`src/rtl/pc_gen_pkg.sv`:
```
// Shared types and constants for the fetch-stage program-counter generator.
package pc_gen_pkg;

  typedef enum logic [2:0] {
    SRC_HOLD,
    SRC_SEQ,
    SRC_CALL,
    SRC_RET,
    SRC_EX,
    SRC_TRAP
  } pc_src_e;

  localparam int PC_STEP = 4;

endpackage

```
`src/rtl/ras_stack.sv`:
```
// Circular return-address stack: push overwrites the oldest entry when full,
// the top entry is read combinationally so a return can redirect in the same cycle.
module ras_stack
  import pc_gen_pkg::*;
#(
  parameter int W         = 32,
  parameter int RAS_DEPTH = 4
) (
  input  logic         clk_i,
  input  logic         rst_i,
  input  logic         push_i,
  input  logic         pop_i,
  input  logic         clear_i,
  input  logic [W-1:0] push_data_i,
  output logic [W-1:0] top_o,
  output logic         empty_o,
  output logic         full_o
);

  localparam int PW = $clog2(RAS_DEPTH);
  localparam int CW = $clog2(RAS_DEPTH + 1);

  logic [W-1:0]  r_mem [RAS_DEPTH];
  logic [PW-1:0] r_top;
  logic [CW-1:0] r_count;
  logic [PW-1:0] w_top_inc;
  logic [PW-1:0] w_top_dec;
  logic          w_push_en;

  // Pointer arithmetic wraps naturally because the depth is a power of two.
  assign w_top_inc = r_top + PW'(1);
  assign w_top_dec = r_top - PW'(1);
  assign w_push_en = push_i & ~clear_i & ~rst_i;

  always_ff @(posedge clk_i) begin
    if (rst_i) begin
      r_top   <= '0;
      r_count <= '0;
    end else if (clear_i) begin
      r_count <= '0;
    end else if (push_i) begin
      r_top <= w_top_inc;
      if (r_count != CW'(RAS_DEPTH)) r_count <= r_count + CW'(1);
    end else if (pop_i) begin
      r_top   <= w_top_dec;
      r_count <= r_count - CW'(1);
    end
  end

  always_ff @(posedge clk_i) begin
    if (w_push_en) r_mem[w_top_inc] <= push_data_i;
  end

  assign top_o   = r_mem[r_top];
  assign empty_o = (r_count == '0);
  assign full_o  = (r_count == CW'(RAS_DEPTH));

endmodule

```
`src/rtl/pc_gen.sv`:
```
// Fetch-stage program counter: prioritised redirects (trap, EX, RAS return,
// ID call) over a handshake-gated sequential advance.
module pc_gen
  import pc_gen_pkg::*;
#(
  parameter int          W         = 32,
  parameter logic [W-1:0] RESET_PC = '0,
  parameter int          RAS_DEPTH = 4
) (
  input  logic         clk_i,
  input  logic         rst_i,
  input  logic         stall_i,
  input  logic         imem_ready_i,
  input  logic         trap_i,
  input  logic [W-1:0] trap_pc_i,
  input  logic         ex_redirect_i,
  input  logic [W-1:0] ex_target_i,
  input  logic         id_call_i,
  input  logic         id_ret_i,
  input  logic [W-1:0] id_target_i,
  input  logic [W-1:0] id_link_i,
  output logic [W-1:0] pc_o,
  output logic         pc_valid_o,
  output logic         redirect_o,
  output logic         ras_empty_o,
  output logic         ras_full_o
);

  logic [W-1:0] r_pc;
  logic         r_valid;
  logic [W-1:0] w_ras_top;
  logic         w_acc;
  logic         w_id_ok;
  logic         w_ret_ok;
  pc_src_e      w_src;
  logic [W-1:0] w_pc_next;

  assign w_acc    = r_valid & imem_ready_i & ~stall_i;
  assign w_id_ok  = ~stall_i & ~trap_i & ~ex_redirect_i;
  assign w_ret_ok = id_ret_i & w_id_ok & ~ras_empty_o;

  always_comb begin
    w_src = SRC_HOLD;
    if (trap_i)                    w_src = SRC_TRAP;
    else if (ex_redirect_i)        w_src = SRC_EX;
    else if (w_ret_ok)             w_src = SRC_RET;
    else if (id_call_i & w_id_ok)  w_src = SRC_CALL;
    else if (w_acc)                w_src = SRC_SEQ;
  end

  // Redirect targets are word-aligned by dropping the two low bits.
  always_comb begin
    w_pc_next = r_pc;
    case (w_src)
      SRC_TRAP: w_pc_next = {trap_pc_i[W-1:2],   2'b00};
      SRC_EX:   w_pc_next = {ex_target_i[W-1:2], 2'b00};
      SRC_RET:  w_pc_next = {w_ras_top[W-1:2],   2'b00};
      SRC_CALL: w_pc_next = {id_target_i[W-1:2], 2'b00};
      SRC_SEQ:  w_pc_next = r_pc + W'(PC_STEP);
      default:  w_pc_next = r_pc;
    endcase
  end

  always_ff @(posedge clk_i) begin
    if (rst_i) begin
      r_pc    <= RESET_PC;
      r_valid <= 1'b0;
    end else begin
      r_pc    <= w_pc_next;
      r_valid <= 1'b1;
    end
  end

  ras_stack #(
    .W         (W),
    .RAS_DEPTH (RAS_DEPTH)
  ) u_ras (
    .clk_i       (clk_i),
    .rst_i       (rst_i),
    .push_i      (w_src == SRC_CALL),
    .pop_i       (w_src == SRC_RET),
    .clear_i     (trap_i),
    .push_data_i (id_link_i),
    .top_o       (w_ras_top),
    .empty_o     (ras_empty_o),
    .full_o      (ras_full_o)
  );

  assign pc_o       = r_pc;
  assign pc_valid_o = r_valid;
  assign redirect_o = ~rst_i & ((w_src == SRC_TRAP) | (w_src == SRC_EX) |
                                (w_src == SRC_RET)  | (w_src == SRC_CALL));

endmodule
```
`config.mk`:
```
export PLATFORM = sky130hd
export DESIGN_NAME = pc_gen
export DESIGN_NICKNAME = d
export VERILOG_FILES = /design/src/rtl/pc_gen_pkg.sv /design/src/rtl/ras_stack.sv /design/src/rtl/pc_gen.sv
export SDC_FILE = /design/constraint.sdc
export NUM_CORES = 1
export LEC_CHECK = 0
export BUFFER_PORTS_ARGS = -buffer_cell sky130_fd_sc_hd__buf_2
export CORE_AREA = 3 3 117 141
export DETAILED_ROUTE_END_ITERATION = 7
export DIE_AREA = 0 0 120 144
export HOLD_SLACK_MARGIN = 0.06
export PLACE_DENSITY = 0.75
export SLEW_MARGIN = 20
export SYNTH_ARGS = -nofsm -noshare
export SYNTH_HDL_FRONTEND = slang
export SYNTH_SLANG_ARGS = --single-unit
```
`constraint.sdc`:
```
create_clock -name clk_i -period 2.75 [get_ports clk_i]
set_input_delay 0.1375 -clock clk_i [delete_from_list [all_inputs] [get_ports clk_i]]
set_output_delay 0.1375 -clock clk_i [all_outputs]
set_load 0.1 [all_outputs]
```
; Word-level counts from Yosys, hierarchy flattened
; Memories as Yosys holds them, arrays and structs flattened. A register that Yosys moved wholly into a read port is not among the register bits.
; Index checks and enable logic that the tools add are counted.
[word_totals]
ff_bits = 38
mem_bits_rw = 128
inputBits = 136
out_inout_bits = 36
word_cells = 58
memories = 1
[op_classes]
n_addsub = 5
eq_ne = 8
n_mux = 16
bitwise = 18
reduce_logical = 6
[memory_table]
columns = memory, depth, width, read_ports, rd_clocked_by_memory_dff, wr, line
row1 = u_ras.r_mem, 4, 32, 1, 1, 1, ras_stack.sv:23  ; logic [W-1:0] r_mem [RAS_DEPTH];
[op_table]
columns = operator, n
row1 = $pmux W32 S5, 1
row2 = $add A32 B3 Y32 const B, 1
row3 = $mux W3, 5
row4 = $mux W2, 6
row5 = $and A1 B1 Y1, 10
row6 = $eq A3 B3 Y1 const B, 3
row7 = $eq A3 B2 Y1 const B, 2
row8 = $not A1 Y1, 5
row9 = $reduce_bool A5 Y1, 1
row10 = $mux W1, 4
row11 = $reduce_and A2 Y1, 2
row12 = $add A3 B1 Y3 const B, 1
row13 = $eq A3 B1 Y1 const B, 1
row14 = $logic_not A3 Y1, 1
row15 = $ne A3 B3 Y1 const B, 1
row16 = $or A1 B1 Y1, 3
row17 = $sub A3 B1 Y3 const B, 1
row18 = $add A2 B1 Y2 const B, 1
row19 = $ne A2 B2 Y1 const B, 1
row20 = $reduce_bool A2 Y1, 1
row21 = $reduce_or A2 Y1, 1
row22 = $sub A2 B1 Y2 const B, 1

; Longest topological paths before layout
[logic_depth]
ltp_word = 13
mapped_depth = 13

; By module
; A second synthesis with hierarchy kept.
[hier_totals]
cells_unflattened = 560
hier_area_um2 = 7812.5
[modules_own_cells]
columns = mod, instances, cells_each, area_per_inst_um2
row1 = ras_stack, 1, 212, 5061.1
row2 = pc_gen, 1, 348, 2751.4

; Least setup slack after synthesis
; Ideal clock, no wire load.
[synth_timing]
path_kind = register to output
start = register u_ras.r_count[1]
end = output port redirect_o
arrival_ns = 3.955
required_ns = 2.612
slack_ns = -1.342
path_stages_with_launch = 7
path_buffers = 3
cell_sequence = dfxtp_1 > buf_6 > nor3_1 > o2111a_1 > clkbuf_1 > clkbuf_1 > nor3_1
[synth_between]
elab_chain_len = 11
word_cells_on_any_way = 14
[synth_rtl]
columns = element, line
row1 = from (decl), ras_stack.sv:25  ; logic [CW-1:0] r_count;
row2 = from (signal assigned), ras_stack.sv:43  ; if (r_count != CW'(RAS_DEPTH)) r_count <= r_count + CW'(1);
row3 = from (signal assigned), ras_stack.sv:46  ; r_count <= r_count - CW'(1);
row4 = $logic_not A3 Y1 (*), ras_stack.sv:55  ; assign empty_o = (r_count == '0);
row5 = net ras_empty_o, pc_gen.sv:25  ; output logic ras_empty_o,
row6 = $not A1 Y1 (*), pc_gen.sv:40  ; assign w_ret_ok = id_ret_i & w_id_ok & ~ras_empty_o;
row7 = $and A1 B1 Y1 (*), pc_gen.sv:40
row8 = $mux W2 (*), pc_gen.sv:46  ; else if (w_ret_ok) w_src = SRC_RET;
row9 = $mux W3 (*), pc_gen.sv:45  ; else if (ex_redirect_i) w_src = SRC_EX;
row10 = $mux W3 (*), pc_gen.sv:44  ; if (trap_i) w_src = SRC_TRAP;
row11 = $eq A3 B3 Y1, pc_gen.sv:91  ; assign redirect_o = ~rst_i & ((w_src == SRC_TRAP) | (w_src == SRC_EX) |
row12 = $or A1 B1 Y1 (2 in a row), pc_gen.sv:91
row13 = $or A1 B1 Y1 (*), pc_gen.sv:92  ; (w_src == SRC_RET) | (w_src == SRC_CALL));
row14 = $and A1 B1 Y1 (*), pc_gen.sv:91
row15 = to (decl), pc_gen.sv:24  ; output logic redirect_o,
; The timed path passes the listed nets; every way through them passes the cells marked *.

; Worst setup path in the final report
[layout_timing]
start = register u_ras.r_count[0]
end = output port redirect_o
[layout_between]
elab_chain_len = 11
word_cells_on_any_way = 14
[layout_rtl]
columns = element, line
row1 = $logic_not A3 Y1 (*), ras_stack.sv:55
row2 = $not A1 Y1 (*), pc_gen.sv:40
row3 = $and A1 B1 Y1 (*), pc_gen.sv:40
row4 = $mux W2 (*), pc_gen.sv:46
row5 = $mux W3 (*), pc_gen.sv:45
row6 = $mux W3 (*), pc_gen.sv:44
row7 = $eq A3 B3 Y1, pc_gen.sv:91
row8 = $or A1 B1 Y1 (2 in a row), pc_gen.sv:91
row9 = $or A1 B1 Y1 (*), pc_gen.sv:92
row10 = $and A1 B1 Y1 (*), pc_gen.sv:91
; Every way passes the cells marked *; elsewhere a longest branch is shown, timed or not.

==> flow_summary.toml <==
[grt]
overflow = 0
track_usage = 0.262
grt_start_max_net_pins = 31
grt_pass1_vias = 6122
antenna_found_initial = 1
grt_pass1_wl_mm = 34.1

[power]
leakage_nw = 3.55
p_sw_frac = 0.279
pwr-share-clk = 0.395
seqPwrFrac = 0.464
p_per_area_mw_per_mm2 = 600
peakVddDrop_v = 0.000401
internal_power_mw = 4.15
combPwrFrac = 0.141
power.switching_mw = 1.60

[worst_setup_path]
worst_ep_arrival_time_ns = 2.40
crit_top_cell = "buf_4"
cp_num_buf_inv = 3
crit_type = "register to output port"
slowest_delay_ns = 0.42
worst_setup_path_end_kind = "output port"
crit_chain = "o31a_1, buf_4, nor4_2, buf_4, nor3_4, buf_2"
cpMaxStageDelayCell = "dfxtp_1"
critPathMaxFanout = 13
worstSetupStartpoint = "u_ras.r_count[0]"
cp-start-kind = "register"
path_delay_family = "buffers and inverters"
worstPathRequired_ns = 2.61

[floorplan]
die-area_mm2 = 0.0173
fp.coreArea_mm2 = 0.0151
initial_utilization = 0.488
die_x_um = 120
pin_count = 172
placementRows = 49
die_y_um = 144

[sta]
fin_skew_ns = 0.00735
slew_violations = 0
max_freq_mhz = 395
relSlewSlack = 0.583
rsz0062_at_grt = "no"
timing.final.hold_violations = 0
fin_crit_sh = 0.921
tightest_slew_ns = 0.626
hold-worst-slack_ns = 0.0790
finalSetupViolCount = 0
fin_tns_setup_ns = 0
fin_crit_ns = 2.53

[routing]
first_pass_iters = 7
drtIter0Drc = 725
final_antenna_net_count = 0
vias_per_cell = 6.12
wire_per_inst_um = 22.5
drc = 0
dr_total_vias = 6144
finalWirelength_mm = 22.6

[clock_network]
cts_setup_buffers = 0
clockBufferDepth = 2
cts_max_level = 4
cts_inserted_buffers = 17
clock_latency_ns = 0.43
path_clk_slew_ns = 0.06
cts_sinks = 158
cts-root-buf = "clkbuf_16"
cts_tree = "built"

[placement]
place_congestion = 0.878
dp_hpwl_mm = 15.9
place.port_buffers = 161

[finish]
area_growth_pct = 29.8
fill_cells = 1146
fin_util = 0.634
nets = 928
drive_gt1_frac = 0.343

[logic_synthesis]
async_reset_ff_frac = 0
synth_edf_count = 120
synth.area.top_cells = "edfxtp_1, dfxtp_1, mux4_2, a21oi_1, nand2_1"
synthCells = 573
synth_flop_cell = "edfxtp_1"
avgSynthCellArea_um2 = 12.9
yosys.area.top_type_share = 0.487
synth_cell_types = 67
ys_warn_count = 0
ys_top_cells_by_count = "edfxtp_1, dfxtp_1, nand2_1"
synth_seq_cells = 158
yosys.area.top_type = "edfxtp_1"
yosysSeqAreaShare = 0.590
synth_area_mm2 = 0.00740
yosysMostFrequentCell = "edfxtp_1"

[min_path]
hold_path.class = "primary input to register"
hp-start = "ex_target_i[11]"

[status]
status = "finished clean"

[run]
drv_cap = 0
worst register-to-register path, cell delays in order (launching register included):
cell and delay [ns]:
dfxtp_4 0.46, buf_6 0.27, mux4_2 0.56, a222oi_1 0.38, a31oi_1 0.14, dlygate4sd3_1 0.59
timing repair:
item                                    4_1_cts  5_1_grt
endpoints found under the setup margin        0        1
gates resized for setup                       0        2
hold endpoints to repair                    131        0
hold buffers                                 43        0
cells by family after synthesis:
family	Yosys count	synth area share
AO/OA/AOI/OAI	149	0.145
adder cells (fa/ha/maj)	6	0.0102
multiplexers	32	0.0942
buffers and inverters	56	0.0340
AND/OR/NAND/NOR	157	0.109
flip-flops	158	0.590
XOR/XNOR	14	0.0166
other	1	0.000507
state kept, by name, indices dropped and copies added (netlist names), named ones only:
signal	count
u_ras.r_top	2
pc_valid_o	1
pc_o	30
u_ras.r_mem	120
u_ras.r_count	3
placed cells by master, fill, tap and decap left out, drive strengths merged, types with 13 or more instances in the layout:
cell,netlist,layout
a211oi,16,16
a21oi,26,26
a31oi,13,13
and3,15,15
buf,16,194
clkbuf,28,18
dfxtp,38,38
dlygate4sd3,0,43
edfxtp,120,120
inv,12,17
mux4,30,30
nand2,34,34
nand3,23,23
nor2,26,26
nor3,20,20
o21ai,25,25
cell type report:
| cell class | instances | area, um2 | share of cell area |
|---|---|---|---|
| Sequential cell | 158 | 4370 | 0.456 |
| Inverter | 12 | 45.0 | 0.00469 |
| Clock inverter | 14 | 134 | 0.0140 |
| Timing Repair Buffer | 237 | 1510 | 0.158 |
| Clock buffer | 18 | 439 | 0.0458 |
| Tap cell | 204 | 255 | 0.0266 |
| Antenna cell | 1 | 2.50 | 0.000261 |
| Multi-Input combinational cell | 360 | 2840 | 0.295 |
power by group through the flow:
stage                     combinational [mW]  clock [mW]  sequential, mW
after floorplan                        0.247           0            2.97
after global placement                 0.743           0            2.72
after detailed placement               0.756           0            2.72
after CTS                              0.808        2.29            2.67
after global routing                   0.855        2.40            2.67
final                                  0.815        2.27            2.67
final timing paths:
kind           endpoint  slack (ns)  cells past startpoint
max          redirect_o        0.22                      6
min            pc_o[11]        0.08                      3
max reg2reg    pc_o[10]        0.25                      5
min reg2reg     pc_o[5]        0.54                      2
routing by layer:
| layer | vias to the layer above | GRT usage | routed length (um) | part of all wire |
|---|---|---|---|---|
| met3 | 71 | 0.0638 | 2350 | 0.10 |
| met5 | - | 0 | 0 | 0 |
| li1 | 2739 | - | - | - |
| met2 | 387 | 0.419 | 10800 | 0.48 |
| met1 | 2947 | 0.336 | 8490 | 0.38 |
| met4 | 0 | 0.132 | 908 | 0.040 |
metrics by stage:
| step | instance area, um2 | instances | power [mW] | worst slack [ns] |
|---|---|---|---|---|
| finish | 9600 | 1004 | 5.76 | 0.216 |
| global route | 9600 | 1004 | 5.92 | 0.0989 |
| CTS | 9590 | 1003 | 5.77 | 0.0467 |
| detailed placement | 8580 | 928 | 3.47 | 0.304 |
| global placement | 8580 | 928 | 3.46 | 0.428 |
| floorplan | 7450 | 574 | 3.21 | 0.0394 |
Note: power is estimated with default switching activity, not from simulation.
